<file path="src/rtl/lsu_byte_sequencer.sv">
// Load/store sequencer: splits a b/h/w request into big-endian byte
// transfers on a handshaked byte port and rebuilds/extends load data.
//
// Ports:
//   clk, rst         clock, synchronous active-high reset
//   LSUValid/Ready   core request handshake (Ready = idle)
//   LSUWr, LSUCtrl   store flag and DMCtrl size/sign code
//   LSUAddress       base byte address
//   LSUDataWr        store data
//   LSUDone/Err      one-cycle completion pulse, illegal-request flag
//   LSUDataRd        extended load result, held until next load
//   MemReq/We/Addr   byte transfer request towards memory
//   MemWData         store byte
//   MemAck/RData     transfer complete, load byte
module lsu_byte_sequencer #(
   parameter int ADDR_W = 32
) (
   input  logic              clk,
   input  logic              rst,
   input  logic              LSUValid,
   output logic              LSUReady,
   input  logic              LSUWr,
   input  logic [2:0]        LSUCtrl,
   input  logic [ADDR_W-1:0] LSUAddress,
   input  logic [31:0]       LSUDataWr,
   output logic              LSUDone,
   output logic              LSUErr,
   output logic [31:0]       LSUDataRd,
   output logic              MemReq,
   output logic              MemWe,
   output logic [ADDR_W-1:0] MemAddr,
   output logic [7:0]        MemWData,
   input  logic              MemAck,
   input  logic [7:0]        MemRData
);

   typedef enum logic [1:0] {
      IDLE,
      ACCESS,
      DONE
   } state_t;

   state_t      state;
   logic        wr_q;
   logic        err_q;
   logic [2:0]  ctrl_q;
   logic [2:0]  n_q;
   logic [2:0]  cnt_q;
   logic [31:0] wsh_q;
   logic [31:0] acc_q;

   logic        legal;
   logic [2:0]  n;
   logic [1:0]  fo;
   logic [31:0] wsh;
   logic        last;
   logic [31:0] ext;

   assign LSUReady = (state == IDLE);

   // Size decode and legality of the incoming request.
   always_comb begin
      legal = 1'b0;
      n     = 3'd1;
      fo    = 2'd3;
      unique case (1'b1)
         (LSUCtrl[1:0] == 2'b10): begin
            n  = 3'd4;
            fo = 2'd0;
         end
         (LSUCtrl[1:0] == 2'b01): begin
            n  = 3'd2;
            fo = 2'd2;
         end
         default: begin
            n  = 3'd1;
            fo = 2'd3;
         end
      endcase
      if (LSUWr)
         legal = (LSUCtrl == 3'b000) ||
                 (LSUCtrl == 3'b001) ||
                 (LSUCtrl == 3'b010);
      else
         legal = (LSUCtrl == 3'b000) ||
                 (LSUCtrl == 3'b001) ||
                 (LSUCtrl == 3'b010) ||
                 (LSUCtrl == 3'b100) ||
                 (LSUCtrl == 3'b101);
   end

   // Left-align store data so the first byte sent is always [31:24].
   assign wsh  = LSUDataWr << {fo, 3'b000};
   assign last = (cnt_q == (n_q - 3'd1));

   always_comb begin
      ext = acc_q;
      unique case (ctrl_q)
         3'b000:  ext = {{24{acc_q[7]}}, acc_q[7:0]};
         3'b100:  ext = {24'd0, acc_q[7:0]};
         3'b001:  ext = {{16{acc_q[15]}}, acc_q[15:0]};
         3'b101:  ext = {16'd0, acc_q[15:0]};
         default: ext = acc_q;
      endcase
   end

   always_ff @(posedge clk) begin
      if (rst) begin
         state     <= IDLE;
         wr_q      <= 1'b0;
         err_q     <= 1'b0;
         ctrl_q    <= 3'd0;
         n_q       <= 3'd1;
         cnt_q     <= 3'd0;
         wsh_q     <= 32'd0;
         acc_q     <= 32'd0;
         LSUDone   <= 1'b0;
         LSUErr    <= 1'b0;
         LSUDataRd <= 32'd0;
         MemReq    <= 1'b0;
         MemWe     <= 1'b0;
         MemAddr   <= '0;
         MemWData  <= 8'd0;
      end else begin
         LSUDone <= 1'b0;
         LSUErr  <= 1'b0;
         unique case (state)
            IDLE: begin
               if (LSUValid) begin
                  wr_q   <= LSUWr;
                  ctrl_q <= LSUCtrl;
                  n_q    <= n;
                  cnt_q  <= 3'd0;
                  err_q  <= !legal;
                  if (legal) begin
                     state    <= ACCESS;
                     MemReq   <= 1'b1;
                     MemWe    <= LSUWr;
                     MemAddr  <= LSUAddress + ADDR_W'(fo);
                     MemWData <= wsh[31:24];
                     wsh_q    <= wsh << 8;
                  end else begin
                     state <= DONE;
                  end
               end
            end
            ACCESS: begin
               if (MemReq && MemAck) begin
                  acc_q <= {acc_q[23:0], MemRData};
                  cnt_q <= cnt_q + 3'd1;
                  if (last) begin
                     MemReq <= 1'b0;
                     MemWe  <= 1'b0;
                     state  <= DONE;
                  end else begin
                     MemAddr  <= MemAddr + ADDR_W'(1);
                     MemWData <= wsh_q[31:24];
                     wsh_q    <= wsh_q << 8;
                  end
               end
            end
            DONE: begin
               LSUDone <= 1'b1;
               LSUErr  <= err_q;
               if (!err_q && !wr_q)
                  LSUDataRd <= ext;
               state <= IDLE;
            end
            default: state <= IDLE;
         endcase
      end
   end

endmodule

</file>
<file path="config.mk">
export PLATFORM = sky130hd
export DESIGN_NAME = lsu_byte_sequencer
export DESIGN_NICKNAME = d
export VERILOG_FILES = /design/src/rtl/lsu_byte_sequencer.sv
export SDC_FILE = /design/constraint.sdc
export NUM_CORES = 1
export LEC_CHECK = 0
export CELL_PAD_IN_SITES_DETAIL_PLACEMENT = 1
export CELL_PAD_IN_SITES_GLOBAL_PLACEMENT = 1
export CORE_UTILIZATION = 37
export CTS_CLUSTER_SIZE = 28
export DETAILED_ROUTE_END_ITERATION = 6
export PLACE_DENSITY_LB_ADDON = 0.1
export SYNTH_ARGS = -nofsm -noshare
export SYNTH_HDL_FRONTEND = slang
export SYNTH_SLANG_ARGS = --single-unit
</file>
<file path="constraint.sdc">
create_clock -name clk -period 5.2 [get_ports clk]
set_clock_uncertainty 0.2 [all_clocks]
set_input_delay 1.56 -clock clk [delete_from_list [all_inputs] [get_ports clk]]
set_output_delay 1.56 -clock clk [all_outputs]
set_load 0.05 [all_outputs]
</file>
======== Word-level counts from Yosys, hierarchy flattened ========
Cells that the tools add are included.
word-level totals
  output and inout bits ................... 77
  register bits ........................... 153
  input port bits ......................... 80
  word-level logic and storage cells ...... 95
cells by class
  reductions and logical operators ........ 21
  bitwise gates (word level) .............. 1
  multiplexer cells ....................... 36
  shifts and indexed selects .............. 1
  equality and inequality tests ........... 17
  add/sub/neg operators ................... 4
operators with widths
  kind                     number
  $mux W32                 8
  $pmux W32 S2             2
  $pmux W32 S4             1
  $add A32 B1 Y32 const B  1
  $add A32 B2 Y32          1
  $mux W8                  4
  $shl A32 B5 Y32          1
  $pmux W8 S2              1
  $eq A3 B3 Y1 const B     4
  $pmux W3 S2              2
  $reduce_and A5 Y1        2
  $mux W1                  8
  $mux W2                  4
  $ne A2 B2 Y1 const B     4
  $pmux W2 S2              2
  $eq A3 B1 Y1 const B     2
  $logic_not A3 Y1         2
  $mux W3                  2
  $reduce_and A2 Y1        3
  $reduce_and A3 Y1        2
  $eq A2 B1 Y1 const B     2
  $eq A2 B2 Y1 const B     2
  $logic_or A1 B1 Y1       4
  $pmux W1 S2              2
  other kinds (11)         14

======== Longest topological paths before layout ========
Gate-level depths: netlist (run 1).
  depth after elaboration ................. 9
  gate-level depth with buffers ........... 12

======== Worst setup path before layout (run 1) ========
Ideal clock, no wire load.
  kind .................................... input to register
  start ................................... in LSUCtrl[0]
  end ..................................... reg MemAddr[22]
  arrival ................................. 3,825 ps
  cell stages on the path ................. 11
  setup slack ............................. 1,061 ps
  path buffers ............................ 1
  library setup time ...................... 115 ps
  required time ........................... 4,885 ps
  cells stage by stage .................... inv_1 ha_1 clkbuf_1 inv_1 ha_1 fa_1 nand4_1 nor4_2 nand4_1 xor2_1 a2111oi_0
on the way
  elaborated cells on any way between the ends .. 19
RTL lines
  element                                       RTL line  RTL
  from (decl)                                   23        input logic [2:0] LSUCtrl,
  $eq A2 B1 Y1 or $eq A2 B2 Y1 (tied branches)  71, 67
  $pmux W2 S2 (*)                               66        unique case (1'b1)
  named net fo[0]                               54        logic [1:0] fo;
  $add A32 B2 Y32 (*)                           139       MemAddr <= LSUAddress + ADDR_W'(fo);
  $mux W32 (*)                                  135       if (legal) begin
  $mux W32 (*)                                  129       if (LSUValid) begin
  $pmux W32 S2 (*)                              127       unique case (state)
  to (signal assigned)                          139
  to (signal assigned)                          156       MemAddr <= MemAddr + ADDR_W'(1);
  to (decl)                                     31        output logic [ADDR_W-1:0] MemAddr,
The timed path passes the listed nets; every way through them passes the cells marked *. The select of a mux whose other input is x is not followed.
A chain may end at the register's enable or synchronous reset.

======== Worst setup path in the final report (run 1) ========
Ends and elaborated chain as after synthesis.

==> metrics.md, run 1 <==
| Metric | Value |
|---|---|
| Most common library cell in the layout ignoring fill and taps | nand2_1 |
| Most used cells in the layout excluding fill and tap cells | nand2_1, clkdlybuf4s50_1, dfxtp_1 |
| Sink Count | 145 |
| TritonCTS clock tree | yes |
| Num rows | 50 |
| Final setup fails | 0 |
| Synthesis-to-finish area growth | 33.9% |
| Initial Util | 0.384 |
| Latest clock arrival within the worst-skew pair | 0.42 ns |
| Cell count after synthesis | 966 |
| First-pass GRT wire length | 39.3 mm |
| Antenna-violating nets left | 0 |
| Initial antenna violation count | 0 |
| CP startpoint | LSUCtrl[0] |
| Clk pwr share | 0.388 |
| Syn. warnings | 0 |
| CTS buffer count | 17 |
| I/O Buffers | 156 |
| Critical path launch point type | primary input |
| Slowest cell on the critical path | clkdlybuf4s50_1 |
| Hold slack | 0.255 ns |
| Tot GR Track Use | 0.246 |
| Worst-path clk slew | 0.06 ns |
| Fin. Hold Viols | 0 |
| Drt pass-1 iters | 5 |
| Reg2Reg Depth | 6 |
| Fin util | 0.514 |
| GPL Wtd Cong | 0.839 |
| Post-CTS setup buffer count | 0 |
| Switching share of total power | 0.327 |
| IO Pins | 157 |
| Worst Tran Pin Value | 0.995 ns |
| Hold Path Origin | wsh_q[13]$_SDFFE_PP0P_ |
| Worst path cell trace | clkdlybuf4s50_1, inv_1, ha_1, inv_1, ha_1, fa_1, nand4_1, nor4_2, buf_4, nand4_1, xor2_1, a2111oi_0 |
| Status | finished, final reports clean |
| Worst Path Max Fanout | 8 |
| Synth Flop Type | dfxtp_1 |
| Max-slew headroom | 0.335 |
| Worst flop-to-flop path startpoint | MemAddr[8]$_SDFFE_PP0P_ |
| Drt drc | 0 |
| Gr ovfl total | 0 |
| P_sw | 0.00107 W |
| Via density | 5.51 |
| Seq/Total Area, Yosys | 0.398 |
| Die Y | 142 microns |
| Min Tclk post-route | 4.41 ns |
| Antenna cells | 0 |
| Hold Buf Count CTS | 0 |
| Max Clock Freq | 227 MHz |
| HPWL after detailed placement | 16.7 mm |
| Hold/Removal Path Class | flip-flop to flip-flop |
| Die area | 20300 sq um |
| Max-cap violations | 0 |
| Setup TNS | 0 ns |
| Crit path DAT | 4.51 ns |
| Final Max Slew Viols | 0 |
| Power Dens Cells | 335 nW/um^2 |
| RSZ-0062 raised after global routing | false |
| Async set-reset flop share out of synthesis | 0 |
| DR iter-0 viols | 462 |
| Required @ worst endpoint | 5.30 ns |
| H-tree Lvls | 4 |
| WL final | 24.4 mm |
| Syn Std Cell Area | 7300 sq um |
| Worst setup EP type | flip-flop |
| Share of layout cells above drive strength 1 | 0.0712 |
| Leakage power | 3.36 nW |
| Seq cells post-synth | 145 |
| Placed cells | 1337 |
| Post-synth EDFFs | 0 |
| Post_cts resized | 0 |
| Chip width | 142 microns |
| Logic gate share of total power | 0.230 |
| Final-stage net count | 1187 |
| Syn avg cell area | 7.55 sq um |
| Final period util | 0.848 |
| Power share of the sequential group | 0.383 |
| Slowest stage delay, CP | 0.55 ns |
| Clock buffer depth | 2 |
| Synth unique cells | 56 |
| CTS root buffer | clkbuf_16 |
| Post-Layout Cell Count | 1369 |
| Synth Net Count | 1057 |
| Setup CP Type | primary input to flip-flop |
| Power Total | 0.00327 W |
| Pint | 0.00220 W |
| Vias in the first global route | 7379 |
| Core Area | 19000 sq um |
| Wire length per cell | 17.8 microns |
| Largest net degree at the start of global routing | 71 |
| Vias | 7548 |
| Hold path depth | 2 |
| Peak supply drop | 243 uV |
==> routing by layer <==
metal,GRT usage,share of wire,vias to the layer above
met5,0,0,-
met4,0.0736,0.013,0
met3,0.0353,0.039,25
met2,0.376,0.44,179
met1,0.356,0.51,3666
li1,-,-,3678
==> worst max-delay path, delay by kind of cell <==
kind / cells / cell delay [ns]
adder cells (fa/ha/maj): 3 / 0.78
XOR/XNOR: 1 / 0.18
AND/OR/NAND/NOR: 3 / 0.61
buffers and inverters: 4 / 1.03
AO/OA/AOI/OAI: 1 / 0.36
==> synth_stat cells (2+ instances only) <==
cell / count / share of area
nand2b_1: 4 / 0.0034
nand2_1: 182 / 0.094
o31ai_1: 4 / 0.0041
a31oi_1: 12 / 0.010
o21ai_0: 32 / 0.022
nor2_1: 105 / 0.054
and2_1: 5 / 0.0043
mux2i_1: 17 / 0.023
inv_1: 12 / 0.0062
or2_2: 4 / 0.0034
nor4_1: 7 / 0.0060
dfxtp_1: 145 / 0.40
xnor2_1: 24 / 0.029
buf_1: 5 / 0.0026
a221oi_1: 13 / 0.016
mux2_2: 8 / 0.012
a311oi_1: 9 / 0.011
nor3b_1: 2 / 0.0021
ha_1: 10 / 0.017
o22ai_1: 3 / 0.0026
and3_1: 9 / 0.0077
a2111oi_0: 2 / 0.0024
buf_2: 2 / 0.0014
or3_1: 7 / 0.0060
a211oi_1: 24 / 0.025
nand4_1: 21 / 0.018
nor4_2: 2 / 0.0034
nand3_1: 44 / 0.030
nor2b_1: 3 / 0.0026
xor2_1: 8 / 0.0096
nor3_1: 50 / 0.034
a21oi_1: 108 / 0.074
clkbuf_1: 59 / 0.030
o21a_1: 2 / 0.0021
==> per-stage QoR <==
step | worst slack [ns] | cell area, sq um
global route | 0.430 | 9770
global placement | 0.458 | 9170
CTS | 0.812 | 9770
detailed placement | 0.378 | 9170
finish | 0.790 | 9770
floorplan | 1.06 | 7300
==> worst paths after layout <==
kind         slack, ns                        to
max               0.79  MemAddr[22]$_SDFFE_PP0P_
min               0.25    wsh_q[13]$_SDFFE_PP0P_
max reg2reg       2.33  MemAddr[29]$_SDFFE_PP0P_
min reg2reg       0.25    wsh_q[13]$_SDFFE_PP0P_
==> flip-flops by register name, summed over array words and instances (netlist names), 3 cells and up <==
signal	flops
MemAddr	32
wsh_q	24
ctrl_q	3
LSUDataRd	32
cnt_q	3
n_q	3
MemWData	8
acc_q	32
==> cells by family after synthesis <==
group	count (synthesis)	share of synthesized area
and+or+nand+nor	454	0.284
AOI/OAI and AO/OA	219	0.181
DFF	145	0.398
buffers and inverters	79	0.0410
xor gates and xnor gates	33	0.0415
muxes	25	0.0357
adders and majority gates	11	0.0199
==> layout make-up <==
class	count	area [sq um]
fill	2373	9250
inverter	13	48.8
timing repair buffer	177	1750
sequential	145	2900
tap	260	325
clock buffer	20	457
multi-input combinational	742	4140
clock inverter	12	148
==> power by group through the flow <==
stage / clock network (W) / logic (W) / registers, W
after global placement: 0 / 0.000742 / 0.00127
after global routing: 0.00134 / 0.000810 / 0.00126
after detailed placement: 0 / 0.000751 / 0.00128
after floorplan: 0 / 0.000314 / 0.00141
final: 0.00127 / 0.000751 / 0.00125
after CTS: 0.00129 / 0.000755 / 0.00125
(Power assumes the default switching activity.)
==> run 2, diff against run 1 <==
- clock period: 5.2 -> 4.46 ns (I/O delays scaled with it)
==> run 2 against run 1 <==
Global-route usage rose by 0.57 points. Critical path depth unchanged. Cell count grew 0.51%. Clock power up 16%. Largest power group unchanged. Flip-flop and latch count stayed put. Hold slack improved by 0.0021 ns. Sequential power up 17%.
==> metrics.md, run 2 (same netlist as run 1, synthesis figures left out) <==
| Metric | Value |
|---|---|
| Chip width | 142 microns |
| Post-CTS setup buffer count | 0 |
| Latest clock arrival within the worst-skew pair | 0.43 ns |
| Vias in the first global route | 7509 |
| Worst setup margin | 0.425 ns |
| Worst Tran Pin Value | 0.769 ns |
| Max-cap violations | 0 |
| Required @ worst endpoint | 4.54 ns |
| Reg2Reg Depth | 8 |
| First-pass GRT wire length | 40.2 mm |
| Synthesis-to-finish area growth | 34.5% |
| Die area | 20300 sq um |
| Status | finished, final reports clean |
| Largest regs | LSUDataRd (32), MemAddr (32), acc_q (32) |
| Hold/Removal Path Class | flip-flop to flip-flop |
| Largest net degree at the start of global routing | 63 |
| Initial Util | 0.384 |
| Initial antenna violation count | 0 |
| Fin. Hold Viols | 0 |
| Post_cts resized | 0 |
| Slowest stage delay, CP | 0.52 ns |
| H-tree Lvls | 4 |
| Most used cells in the layout excluding fill and tap cells | nand2_1, clkdlybuf4s50_1, dfxtp_1 |
| Power Dens Cells | 388 nW/um^2 |
| Worst setup EP type | flip-flop |
| Worst-path clk slew | 0.06 ns |
| Via density | 5.44 |
| HPWL after detailed placement | 17.2 mm |
| Clock buffer depth | 2 |
| Hold Buf Count CTS | 0 |
| CTS buffer count | 17 |
| Post-place setup slack | -0.00173 ns |
| Final-stage net count | 1195 |
| Final period util | 0.905 |
| Flop2flop setup slack | 1.63 ns |
| Wire length per cell | 17.9 microns |
| Worst path cell trace | clkdlybuf4s50_1, inv_1, ha_1, inv_1, ha_1, fa_1, nand4_1, nor4_2, buf_4, nand4_1, xor2_1, a2111oi_0 |
| Antenna-violating nets left | 0 |
| Crit path DAT | 4.12 ns |
| Core Area | 19000 sq um |
| Hold path depth | 2 |
| Most common library cell in the layout ignoring fill and taps | nand2_1 |
| Worst Path Max Fanout | 8 |
| Worst flop-to-flop path startpoint | n_q[0]$_SDFFE_PP1P_ |
| Leakage power | 3.39 nW |
| Sink Count | 145 |
| WL final | 24.6 mm |
| I/O Buffers | 156 |
| CTS root buffer | clkbuf_16 |
| DR iter-0 viols | 419 |
| Placed cells | 1345 |
| GPL Wtd Cong | 0.850 |
| Slowest cell on the critical path | clkdlybuf4s50_1 |
| Setup CP Type | primary input to flip-flop |
| IO Pins | 157 |
| Antenna cells | 0 |
| RSZ-0062 raised after global routing | false |
| Drt drc | 0 |
| Fin util | 0.516 |
| TritonCTS clock tree | yes |
| Sink of the worst hold path | wsh_q[14]$_SDFFE_PP0P_ |
| Post-Layout Cell Count | 1376 |
| Max Clock Freq | 248 MHz |
| R2R Path End | MemAddr[22]$_SDFFE_PP0P_ |
| Critical path launch point type | primary input |
| Peak supply drop | 273 uV |
| Fillers | 2349 |
| Final setup fails | 0 |
| Num rows | 50 |
| Die Y | 142 microns |
| Max-slew headroom | 0.486 |
| Vias | 7481 |
| Tot GR Track Use | 0.252 |
| Final Max Slew Viols | 0 |
| Share of layout cells above drive strength 1 | 0.0780 |
| Gr ovfl total | 0 |
| Drt pass-1 iters | 4 |
| Hold Path Origin | wsh_q[14]$_SDFFE_PP0P_ |
| Min Tclk post-route | 4.04 ns |
run 2: cell type report:
type / count / area, sq um / share of cell area
inverters: 13 / 48.8 / 0.00497
well taps: 260 / 325 / 0.0331
clock inverters: 12 / 148 / 0.0150
repair buffers: 185 / 1800 / 0.184
multi-input cells: 742 / 4140 / 0.421
clock buffers: 19 / 453 / 0.0461
flip-flops and latches: 145 / 2900 / 0.296
run 2: layer usage:
| metal | up-vias | track usage | part of all wire |
|---|---|---|---|
| li1 | 3682 | - | - |
| met1 | 3619 | 0.358 | 0.49 |
| met2 | 163 | 0.399 | 0.45 |
| met3 | 17 | 0.0380 | 0.047 |
| met4 | 0 | 0.0577 | 0.0084 |
| met5 | - | 0 | 0 |
run 2: worst max path at each step:
| stage | end | depth (start not counted) | from |
|---|---|---|---|
| 2_1_floorplan | MemAddr[22]$_SDFFE_PP0P_ | 11 | LSUCtrl[0] |
| 3_3_place_gp | MemAddr[22]$_SDFFE_PP0P_ | 12 | LSUCtrl[0] |
| 3_5_place_dp | MemAddr[22]$_SDFFE_PP0P_ | 12 | LSUCtrl[0] |
| 4_1_cts | MemAddr[22]$_SDFFE_PP0P_ | 12 | LSUCtrl[0] |
| 5_1_grt | MemAddr[22]$_SDFFE_PP0P_ | 12 | LSUCtrl[1] |
| 6_report | MemAddr[22]$_SDFFE_PP0P_ | 12 | LSUCtrl[0] |
run 2: worst max-delay path, delay by kind of cell:
family | cells | cell delay (ns)
buf+inv | 4 | 0.93
fa+ha+maj | 3 | 0.75
simple gates | 3 | 0.49
compound gates | 1 | 0.43
xor+xnor | 1 | 0.17
run 2: per-stage QoR:
step / area (sq um) / power, W / TNS, ns / hold WS, ns
6_report: 9810 / 0.00381 / 0 / 0.257
5_1_grt: 9810 / 0.00397 / 0 / 0.268
4_1_cts: 9810 / 0.00384 / 0 / 0.258
3_5_place_dp: 9210 / 0.00237 / -0.00173 / 0.249
3_3_place_gp: 9210 / 0.00236 / 0 / 0.241
2_1_floorplan: 7300 / 0.00202 / 0 / 0.233
run 2: power breakdown:
group / switching [W] / total [W] / internal, W
clock network: 0.000604 / 0.00147 / 0.000864
logic: 0.000551 / 0.000878 / 0.000327
registers: 0.0000856 / 0.00146 / 0.00138
total: 0.00124 / 0.00381 / 0.00257
